--- src/rtl/button_action_gen.sv ---
// -----------------------------------------------------------------------------
// button_action_gen
//
// Purpose
//   Turns debounced, level-valued button signals into single-cycle game-action
//   pulses for the game-logic FSM. Channels flagged in REPEAT_MASK auto-repeat:
//     - one pulse on press,
//     - one pulse DAS_CYCLES later,
//     - then one pulse every ARR_CYCLES while the button stays held.
//   All other channels fire exactly once per press.
//   Left and right cancel each other while both are held.
//
// Ports
//   clk_in     in   1            system clock, single domain
//   reset_in   in   1            synchronous, active-high reset
//   btn_in     in   NUM_BTN      debounced button levels, active-high
//                                (bit0 left, 1 right, 2 down, 3 rotate, 4 hard drop)
//   enable_in  in   1            1 = accept input; 0 = mask pulses, re-arm all channels
//   pulse_out  out  NUM_BTN      one-cycle action pulses
//   held_out   out  NUM_BTN      registered effective (post-conflict) levels
//   state_dbg  out  2*NUM_BTN    per-channel FSM state, channel k at [2k+1:2k]
//                                (00 idle, 01 delay, 10 repeat, 11 hold)
// -----------------------------------------------------------------------------
module button_action_gen #(
  parameter int                 NUM_BTN     = 5,
  parameter logic [NUM_BTN-1:0] REPEAT_MASK = 5'b00111,
  parameter int                 DAS_CYCLES  = 12_375_000,
  parameter int                 ARR_CYCLES  = 3_712_500
) (
  input  logic                   clk_in,
  input  logic                   reset_in,
  input  logic [NUM_BTN-1:0]     btn_in,
  input  logic                   enable_in,
  output logic [NUM_BTN-1:0]     pulse_out,
  output logic [NUM_BTN-1:0]     held_out,
  output logic [2*NUM_BTN-1:0]   state_dbg
);

  // ---------------------------------------------------------------------------
  // Parameter legality. A delay or repeat period below two cycles would make
  // the "counter reaches N-1" test fire on the very first held cycle and break
  // the pulse spacing guarantees. The conflict rule needs both left and right.
  // ---------------------------------------------------------------------------
  if (DAS_CYCLES < 2 || ARR_CYCLES < 2) begin : g_bad_timing
    $error("button_action_gen: DAS_CYCLES and ARR_CYCLES must both be >= 2");
  end
  if (NUM_BTN < 2) begin : g_bad_width
    $error("button_action_gen: NUM_BTN must be >= 2 (left/right channels)");
  end

  // ---------------------------------------------------------------------------
  // Counter sizing: wide enough for the larger of the two periods.
  // ---------------------------------------------------------------------------
  localparam int MAX_CYCLES = (DAS_CYCLES > ARR_CYCLES) ? DAS_CYCLES : ARR_CYCLES;
  localparam int CW         = (MAX_CYCLES > 2) ? $clog2(MAX_CYCLES) : 1;

  localparam logic [CW-1:0] DAS_LAST = CW'(DAS_CYCLES - 1);
  localparam logic [CW-1:0] ARR_LAST = CW'(ARR_CYCLES - 1);

  // Per-channel FSM encoding
  localparam logic [1:0] ST_IDLE   = 2'd0;
  localparam logic [1:0] ST_DELAY  = 2'd1;
  localparam logic [1:0] ST_REPEAT = 2'd2;
  localparam logic [1:0] ST_HOLD   = 2'd3;

  // ---------------------------------------------------------------------------
  // Effective levels after the left/right conflict rule. Holding both makes
  // both channels look released; letting go of one makes the other rise,
  // which the edge detector then treats as a fresh press.
  // ---------------------------------------------------------------------------
  logic [NUM_BTN-1:0] eff;

  always_comb begin
    eff    = btn_in;
    eff[0] = btn_in[0] & ~btn_in[1];
    eff[1] = btn_in[1] & ~btn_in[0];
  end

  // ---------------------------------------------------------------------------
  // State
  // ---------------------------------------------------------------------------
  logic [NUM_BTN-1:0] prev_eff_q;   // edge register
  logic [NUM_BTN-1:0] pulse_q;
  logic [NUM_BTN-1:0] held_q;
  logic [1:0]         state_q [NUM_BTN];
  logic [CW-1:0]      cnt_q   [NUM_BTN];

  logic [NUM_BTN-1:0] pulse_d;
  logic [1:0]         state_d [NUM_BTN];
  logic [CW-1:0]      cnt_d   [NUM_BTN];

  logic [NUM_BTN-1:0] rise;

  // A press is a rising effective level seen by the edge register. The edge
  // register tracks eff unconditionally (through reset and while disabled),
  // so a button already down when the block wakes up never counts as a press.
  assign rise = eff & ~prev_eff_q;

  // ---------------------------------------------------------------------------
  // Per-channel next-state logic
  // ---------------------------------------------------------------------------
  always_comb begin
    pulse_d = '0;
    state_d = state_q;
    cnt_d   = cnt_q;

    for (int k = 0; k < NUM_BTN; k++) begin
      if (!enable_in || !eff[k]) begin
        // Release (or masking) from any state re-arms the channel silently.
        state_d[k] = ST_IDLE;
        cnt_d[k]   = '0;
      end else begin
        case (state_q[k])
          ST_IDLE: begin
            if (rise[k]) begin
              pulse_d[k] = 1'b1;
              cnt_d[k]   = '0;
              state_d[k] = REPEAT_MASK[k] ? ST_DELAY : ST_HOLD;
            end
          end

          ST_DELAY: begin
            // Counter sits at 0 on the cycle after the initial pulse is
            // registered, so reaching DAS_LAST lands the first repeat
            // exactly DAS_CYCLES cycles after the initial pulse.
            if (cnt_q[k] == DAS_LAST) begin
              pulse_d[k] = 1'b1;
              cnt_d[k]   = '0;
              state_d[k] = ST_REPEAT;
            end else begin
              cnt_d[k]   = cnt_q[k] + 1'b1;
            end
          end

          ST_REPEAT: begin
            if (cnt_q[k] == ARR_LAST) begin
              pulse_d[k] = 1'b1;
              cnt_d[k]   = '0;
            end else begin
              cnt_d[k]   = cnt_q[k] + 1'b1;
            end
          end

          default: begin
            // ST_HOLD: one-shot channel already fired; wait for release.
            state_d[k] = ST_HOLD;
          end
        endcase
      end
    end
  end

  // ---------------------------------------------------------------------------
  // Registers
  // ---------------------------------------------------------------------------
  always_ff @(posedge clk_in) begin
    prev_eff_q <= eff;
    if (reset_in) begin
      pulse_q <= '0;
      held_q  <= '0;
      for (int k = 0; k < NUM_BTN; k++) begin
        state_q[k] <= ST_IDLE;
        cnt_q[k]   <= '0;
      end
    end else begin
      pulse_q <= pulse_d;
      held_q  <= eff;
      for (int k = 0; k < NUM_BTN; k++) begin
        state_q[k] <= state_d[k];
        cnt_q[k]   <= cnt_d[k];
      end
    end
  end

  // ---------------------------------------------------------------------------
  // Outputs. Dropping enable_in silences pulses in the same cycle; the
  // registered pulse is otherwise presented unchanged. held_out is not gated.
  // ---------------------------------------------------------------------------
  assign pulse_out = pulse_q & {NUM_BTN{enable_in}};
  assign held_out  = held_q;

  always_comb begin
    state_dbg = '0;
    for (int k = 0; k < NUM_BTN; k++) begin
      state_dbg[2*k +: 2] = state_q[k];
    end
  end

endmodule

--- config.mk ---
export PLATFORM = sky130hd
export DESIGN_NAME = button_action_gen
export DESIGN_NICKNAME = d
export VERILOG_FILES = /design/src/rtl/button_action_gen.sv
export SDC_FILE = /design/constraint.sdc
export NUM_CORES = 1
export LEC_CHECK = 0
export CORE_MARGIN = 4
export CORE_UTILIZATION = 35
export CTS_CLUSTER_SIZE = 14
export DETAILED_ROUTE_END_ITERATION = 10
export PLACE_DENSITY = 0.55
export SKIP_LAST_GASP = 1
export SLEW_MARGIN = 30
export SYNTH_ARGS = -nofsm -noshare
export SYNTH_HDL_FRONTEND = slang
export SYNTH_SLANG_ARGS = --single-unit
--- constraint.sdc ---
create_clock -name clk_in -period 4.55 [get_ports clk_in]
set_input_delay 1.1375 -clock clk_in [delete_from_list [all_inputs] [get_ports clk_in]]
set_output_delay 1.1375 -clock clk_in [all_outputs]
set_load 0.02 [all_outputs]
==> results of run 1 <==
how the worst max path moves through the flow:
| stage | cells past startpoint | slack, ps | endpoint |
|---|---|---|---|
| floorplan | 6 | 1770 | cnt_q[114]$_SDFFE_PP0P_ |
| global placement | 3 | 670 | pulse_out[0] |
| detailed placement | 3 | 670 | pulse_out[0] |
| CTS | 3 | 660 | pulse_out[0] |
| global route | 3 | 620 | pulse_out[0] |
| finish | 3 | 710 | pulse_out[0] |
logic make-up after synthesis:
group	Yosys count	share of synthesized area
AO/OA/AOI/OAI	142	0.136
XOR/XNOR	66	0.0740
adder cells (fa/ha/maj)	34	0.0544
buffers and inverters	53	0.0293
flip-flops	145	0.371
multiplexers	9	0.0120
AND/OR/NAND/NOR	467	0.323
through the flow:
stage | power, uW | util | cells
5_1_grt | 2790 | 0.407 | 1239
3_5_place_dp | 1410 | 0.382 | 1208
3_3_place_gp | 1410 | 0.382 | 1208
2_1_floorplan | 1370 | - | 916
6_report | 2690 | 0.407 | 1239
4_1_cts | 2730 | 0.407 | 1239
layout by cell type, fill, tap and decap left out, types with 7 or more instances in the layout:
| master | count |
|---|---|
| a21oi_1 | 30 |
| nand2b_1 | 9 |
| dfxtp_1 | 145 |
| nand2_1 | 88 |
| nand3b_1 | 7 |
| nand3_1 | 67 |
| ha_1 | 34 |
| o311ai_0 | 8 |
| clkdlybuf4s50_1 | 27 |
| nor3_1 | 20 |
| a211oi_1 | 8 |
| clkbuf_16 | 17 |
| or4_1 | 8 |
| a21o_1 | 7 |
| nor2b_1 | 7 |
| and2_1 | 10 |
| nor2_1 | 112 |
| clkbuf_8 | 7 |
| a31oi_1 | 17 |
| xnor2_1 | 26 |
| nor4_1 | 11 |
| xor2_1 | 40 |
| nand4_1 | 53 |
| and3_1 | 22 |
| o21ai_0 | 14 |
| inv_1 | 35 |
final cells by class:
type / count / area (um2)
fillers: 2235 / 13000
multi-input cells: 718 / 4680
flip-flops and latches: 145 / 2900
clock buffers: 27 / 533
well taps: 280 / 350
repair buffers: 30 / 293
inverters: 35 / 131
clock inverters: 4 / 22.5
worst register-to-register path: stages (launching register included):
cell	delay, ps
dfxtp_1	410
inv_1	90
ha_1	280
a21oi_1	560
nand4_1	200
o21ai_1	590
o211ai_1	200
nand3_1	120
layer usage:
layer,vias up,track usage,share of wire
met2,62,0.232,0.45
met3,29,0.0346,0.030
met5,-,0,0.0014
li1,3413,-,-
met1,3136,0.204,0.51
met4,4,0.0434,0.014
where the power goes:
group	switching, uW	internal [uW]
clock network	519	793
logic	62.9	35.6
registers	4.63	1280
total	586	2110
sequential cells by signal (all words and copies together), names as in the netlist:
register and count:
prev_eff_q 5, pulse_q 5, cnt_q 120, held_out 5
state_dbg 10
cells in the mapped netlist, types with 7 or more instances:
cell / n
a211oi_1: 8
dfxtp_1: 145
a31oi_1: 17
o311ai_0: 8
and2_1: 10
nand3_1: 67
nor4_1: 11
inv_1: 35
xor2_1: 40
nor2b_1: 7
nand2_1: 88
xnor2_1: 26
a21o_1: 7
o21ai_0: 14
clkbuf_1: 8
nand3b_1: 7
or4_1: 8
nor3_1: 20
and3_1: 22
nand2b_1: 9
nand4_1: 53
ha_1: 34
a21oi_1: 30
nor2_1: 112
==> flow_summary.ini, run 1 <==
[floorplanning]
die_x_um = 157
start_util = 0.357
rows = 54
dieArea_um2 = 24800
fp.dieH_um = 157
io_pins = 28
core_region_area_um2 = 21900

[sta]
worst_pin_slew_ps = 767
setup_viol = 0
maxSlewViolCount = 0
relSlewSlack = 0.484
finalClockSkew_ps = 9.52
final.setup.tns_ps = 0
fin_crit_ps = 3840
worst_slack_ps = 709
hold_viol = 0
rsz0062_at_grt = no
fin_crit_sh = 0.844
fmax_mhz = 260
holdWs_ps = 486

[min_path]
min_path_type = reg2reg
hold_path.startpoint = cnt_q[94]$_SDFFE_PP0P_
min_path_cells = 2
hold_end = cnt_q[94]$_SDFFE_PP0P_

[synthesis]
yosysWarningCount = 0
syn_nets = 958
synth-async-reset-ratio = 0
synth_edf_count = 0
synth-seq-cells = 145
ys_types = 84
synth_seq_area_share = 0.371
synth_cells = 916
yosys_most_used_dff = dfxtp_1
yosysTopAreaCell = dfxtp_1
syn_area_per_cell_um2 = 8.53
synth.top_cell.area_share = 0.371
synth_area_leaders = dfxtp_1 37%, ha_1 5.4%, nor2_1 5.4%
synthesis.area_um2 = 7810

[placement]
dp_hpwl_um = 13000
gp_congestion = 0.833
dpl_cell_area_um2 = 8360
dp_worst_setup_slack_ps = 672
io_buffers = 27

[global_routing]
gr-usage-all-layers = 0.148
grt_pass1_vias = 6252
overflow = 0
antenna_found_initial = 2
grt_first_pass_wirelength_um = 30700
grt_start_max_net_pins = 20

[pwr]
p_leak_uw = 0.00291
ir_drop_mv = 0.181
powerDensity_nw_per_um2 = 302

[route]
routed_wl_um = 17900
drtPass1Iterations = 5
wl_per_cell_um = 14.5
detailroute.via_count = 6644
final_antenna_net_count = 0
routed_via_density = 5.36
drc = 0
first_iter_violations = 415

[setup_path]
worst-path-buf-inv = 2
crit_path_start = enable_in
max_stage_delay_ps = 720
cpMostUsedCell = clkdlybuf4s50_1
crit_slowest_cell = clkdlybuf4s50_1
r2r_start = state_dbg[6]$_SDFFE_PP0P_
cp_max_fo = 9
path_cells = clkdlybuf4s50_1 > and2_1 > clkdlybuf4s50_1
cp_top_family = buffers and inverters
crit_path_end_kind = output port
rr_worst_depth = 7
cp-start-kind = input pin
timing.rr.end = cnt_q[46]$_SDFFE_PP0P_
arrival_ps = 2700
critPathKind = in2out
required_ps = 3410
r2r_slack_ps = 2070

[clock_network]
clkTransAtPathRegs_ps = 60
post_cts_buffers = 0
cts.sinks = 145
clk_path_buf_depth = 2
cts_tree = built
numCtsBuffers = 17
hold_buffers = 0
cts-htree-levels = 4
cts_root_buffer = clkbuf_16
post_cts_resized = 0
worstSkewPairLatency_ps = 420

[layout]
drive_above_1_share = 0.0678
antenna_cells = 0
stdcell_area_um2 = 8910
area_growth_pct = 14.1
nNetsFinal = 989

[job]
max_cap_viol_count = 0

[run_status]
outcome = finished, final reports clean
Note: power is estimated with default switching activity, not from simulation.
==> run 2: changes to the inputs <==
- PLACE_DENSITY: 0.55 -> 0.56
- clock period: 4.55 -> 3.5 ns (I/O delays scaled with it)
==> run 2 against run 1 <==
Net effect: global-route usage about the same; via count increased by 0.54%; non-clock buffer count rose by 12; worst hold slack got worse by 1.5 ps; routed wire length grew 0.31%; first-iteration DRC count down 16%; die area did not move; critical path depth is 1 higher; register-to-register slack got worse by 1000 ps; critical path type unchanged.
==> flow_summary.ini, run 2 (synthesized netlist as in run 1, its figures left out) <==
[placement]
gp_congestion = 0.870
io_buffers = 27
dp_hpwl_um = 13100
dp_worst_setup_slack_ps = 207

[pwr]
powerDensity_nw_per_um2 = 413
power_frac_comb = 0.037
p_seq_frac = 0.443
internal-power_uw = 2920
swShare = 0.223
p_leak_uw = 0.00300
power.switching_uw = 838
pwr-share-clk = 0.520
ir_drop_mv = 0.269

[setup_path]
cpMostUsedCell = clkdlybuf4s50_1
cp-start-kind = input pin
crit_slowest_cell = clkdlybuf4s50_1
path_cells = clkdlybuf4s50_1 > buf_4 > and2_1 > clkdlybuf4s50_1
r2r_start = state_dbg[6]$_SDFFE_PP0P_
arrival_ps = 2300
r2r_slack_ps = 1020
cp_max_fo = 9
rr_worst_depth = 8
required_ps = 2620
timing.rr.end = cnt_q[44]$_SDFFE_PP0P_
crit_path_end_kind = output port
crit_path_start = enable_in
critPathKind = in2out
max_stage_delay_ps = 610

[global_routing]
grt_first_pass_wirelength_um = 30400
grt_pass1_vias = 6165
gr-usage-all-layers = 0.148
grt_start_max_net_pins = 20
overflow = 0
antenna_found_initial = 0

[min_path]
hold_end = cnt_q[19]$_SDFFE_PP0P_
min_path_type = reg2reg
hold_path.startpoint = cnt_q[19]$_SDFFE_PP0P_
min_path_cells = 1

[layout]
fillers = 2183
final_common_cell = dfxtp_1
area_growth_pct = 16.3
antenna_cells = 0
mostFrequentLayoutCells = 145 x dfxtp_1, 112 x nor2_1, 88 x nand2_1, 67 x nand3_1, 53 x nand4_1
drive_above_1_share = 0.0833
nNetsFinal = 1001
top_register = cnt_q
largest_reg_flops = 120

[job]
max_cap_viol_count = 0

[clock_network]
post_cts_resized = 0
numCtsBuffers = 17
post_cts_buffers = 0
clkTransAtPathRegs_ps = 60
hold_buffers = 0
worstSkewPairLatency_ps = 420
cts_tree = built
cts.sinks = 145
clk_path_buf_depth = 2
cts-htree-levels = 4
cts_root_buffer = clkbuf_16

[sta]
hold_viol = 0
final.setup.tns_ps = 0
worst_slack_ps = 321
maxSlewViolCount = 0
setup_viol = 0
relSlewSlack = 0.479
fmax_mhz = 315
finalClockSkew_ps = 11.5
worst_pin_slew_ps = 776
fin_crit_sh = 0.908
rsz0062_at_grt = no
fin_crit_ps = 3180

[floorplanning]
fp.dieH_um = 157
core_region_area_um2 = 21900
start_util = 0.357
rows = 54
io_pins = 28
dieArea_um2 = 24800
die_x_um = 157

[route]
routed_wl_um = 18000
wl_per_cell_um = 14.4
drc = 0
first_iter_violations = 349
drtPass1Iterations = 5
routed_via_density = 5.34
final_antenna_net_count = 0
detailroute.via_count = 6680

[run_status]
outcome = finished, final reports clean
run 2: changes by cell type in the layout (fill, tap and decap cells not counted), moves of 2 or more:
| cell | delta |
|---|---|
| clkbuf_1 | -3 |
| bufinv_16 | +4 |
| clkbuf_8 | -7 |
| inv_6 | +2 |
| buf_4 | +12 |
| clkinv_4 | +6 |
| clkinv_2 | -2 |
run 2: area by class of cell:
type,instances,area (um2),area share
inverters,35,131,0.0145
multi-input cells,718,4680,0.515
flip-flops and latches,145,2900,0.320
repair buffers,42,383,0.0421
clock buffers,17,425,0.0468
clock inverters,15,210,0.0231
well taps,280,350,0.0386
run 2: worst max path at each step:
stage | end | slack (ps) | cells past startpoint
6_report | pulse_out[0] | 320 | 4
5_1_grt | pulse_out[0] | 260 | 4
4_1_cts | pulse_out[0] | 270 | 4
3_5_place_dp | cnt_q[44]$_SDFFE_PP0P_ | 210 | 7
3_3_place_gp | pulse_out[0] | 300 | 4
2_1_floorplan | cnt_q[114]$_SDFFE_PP0P_ | 980 | 6
run 2: power by group through the flow:
stage | clock (uW) | combinational, uW | sequential [uW]
finish | 1950 | 138 | 1660
global route | 2080 | 150 | 1660
CTS | 2000 | 138 | 1660
detailed placement | 0 | 137 | 1700
global placement | 0 | 138 | 1700
floorplan | 0 | 76.9 | 1710
run 2: through the flow:
stage / instances / cell area [um2] / hold slack (ps) / utilization / power (uW)
after global routing: 1252 / 9080 / 497 / 0.415 / 3890
after global placement: 1220 / 8450 / 464 / 0.386 / 1840
after detailed placement: 1220 / 8450 / 478 / 0.386 / 1840
after CTS: 1252 / 9080 / 489 / 0.415 / 3810
final: 1252 / 9080 / 484 / 0.415 / 3750
after floorplan: 916 / 7810 / 447 / - / 1780
run 2: routing by layer:
layer / routed length, um / vias up / global-route usage
met3: 689 / 12 / 0.0300
met1: 9070 / 3099 / 0.207
met4: 175 / 0 / 0.0430
li1: - / 3433 / -
met5: 0 / - / 0
met2: 8030 / 136 / 0.232
run 2: worst max-delay path: cells and delay by family:
kind                   cells  cell delay, ps
buffers and inverters      3            1240
AND/OR/NAND/NOR            1             180
==> variant (config.mk and constraints of run 1) <==
`ARR_CYCLES`: 3_712_500 -> 1_856_250.
--- a/src/rtl/button_action_gen.sv
+++ b/src/rtl/button_action_gen.sv
@@ -25,7 +25,7 @@
   parameter int                 NUM_BTN     = 5,
   parameter logic [NUM_BTN-1:0] REPEAT_MASK = 5'b00111,
   parameter int                 DAS_CYCLES  = 12_375_000,
-  parameter int                 ARR_CYCLES  = 3_712_500
+  parameter int                 ARR_CYCLES  = 1_856_250
 ) (
   input  logic                   clk_in,
   input  logic                   reset_in,
Formal check against the unedited RTL: same outputs for any inputs over 4 cycles, from zero or initial values and one cycle with reset_in high; that may be too few to reach the edited logic, so the function may still have changed.
==> variant against run 1 <==
  * Area after synthesis is 0.66% lower
  * Final area is 0.83% higher
  * Clock skew is 4.8 ps lower
  * Total power is 6.8% higher
  * First-iteration DRC count is 4.6% lower
  * Sequential cell count stayed put
  * Via count is 2.8% lower
  * Critical path depth stayed put
  * Highest routed layer is now met4
  * Setup slack worse by 54 ps
  * Routed wire length is 3.2% lower
==> variant: results (changes against run 1) <==
stage,metric,value,unit,change
outcome,status,"complete, no violations",,
sta,worst_slack,655,ps,-53.5 ps
routing,dr.max_layer_used,met4,,
synth,synth_cell_types,77,,-8.3%
routing,wl_met2,7.54,mm,-5.7%
placed_design,hpwl,12.4,mm,-4.4%
placed_design,post-place-ws,615,ps,-56.8 ps
routing,wl_met1,9.02,mm,-0.91%
min_path,min_to,cnt_q[95],,
grt,grt_util_met3,0.0344,,-0.000275
grt,grt_use_met2,0.222,,-0.0107
synth,synth_fp_nets,957,,-0.10%
grt,grt_antenna_before_repair,0,,-2
grt,grt_util_all_layers,0.146,,-0.00193
finish,clock_area_frac,0.0709,,+0.00854
sta,hold_ws,499,ps,+12.9 ps
critical_path,crit_fanout,7,,-2
grt,grt_pass1_vias,5985,,-4.3%
synth,synth_commonest_cells,"dfxtp_1 (145), nor2_1 (108), nand2_1 (86), nand3_1 (67), xor2_1 (49)",,
finish,nNetsFinal,992,,+0.30%
routing,route.met3.wl,543,um,+0.93%
grt,grt_pass1_wl,29.6,mm,-3.6%
finish,buffer_area_frac,0.0384,,+0.00558
grt,grt_max_degree,18,,-10%
critical_path,endpoint,pulse_out[3],,
sta,clock_skew,4.75,ps,-4.76 ps
routing,drtIter0Drc,396,,-4.6%
pwr,comb_power_share,0.033,,-0.004
finish,inverters_excl_clock,28,,-20%
synth,ys_seq_area_frac,0.374,,+0.00246
synth,ys_top_cells_by_area,"dfxtp_1 (37%), ha_1 (6.0%), xor2_1 (5.5%)",,
grt,grt.met1_usage,0.208,,+0.00392
min_path,hold_path_depth,1,,-1
pwr,p_sw,619,uW,+5.6%
pwr,ir_drop,0.229,mV,+26%
finish,multi_input_area_share,0.517,,-0.00807
finish,fillCellCount,2215,,-0.89%
min_path,hp-start,cnt_q[95],,
critical_path,r2r_start,cnt_q[24],,
variant: cell families after synthesis:
logic type / Yosys count / share of synthesized area
AOI/OAI and AO/OA: 142 / 0.136
xor gates and xnor gates: 69 / 0.0779
adders and majority gates: 37 / 0.0596
buffers and inverters: 49 / 0.0272
DFF: 145 / 0.374
muxes: 9 / 0.0124
and+or+nand+nor: 461 / 0.313
variant: metrics by stage:
stage | power (mW) | instances | utilization | area [um2]
3_5_place_dp | 1.40 | 1208 | 0.383 | 8350
5_1_grt | 2.98 | 1240 | 0.412 | 8990
6_report | 2.88 | 1240 | 0.412 | 8990
3_3_place_gp | 1.40 | 1208 | 0.383 | 8350
2_1_floorplan | 1.37 | 912 | - | 7760
4_1_cts | 2.92 | 1240 | 0.412 | 8990
variant: critical path, delay by kind of cell:
family                 cells  cell delay, ps
buffers and inverters      2            1370
and+or+nand+nor            1             240
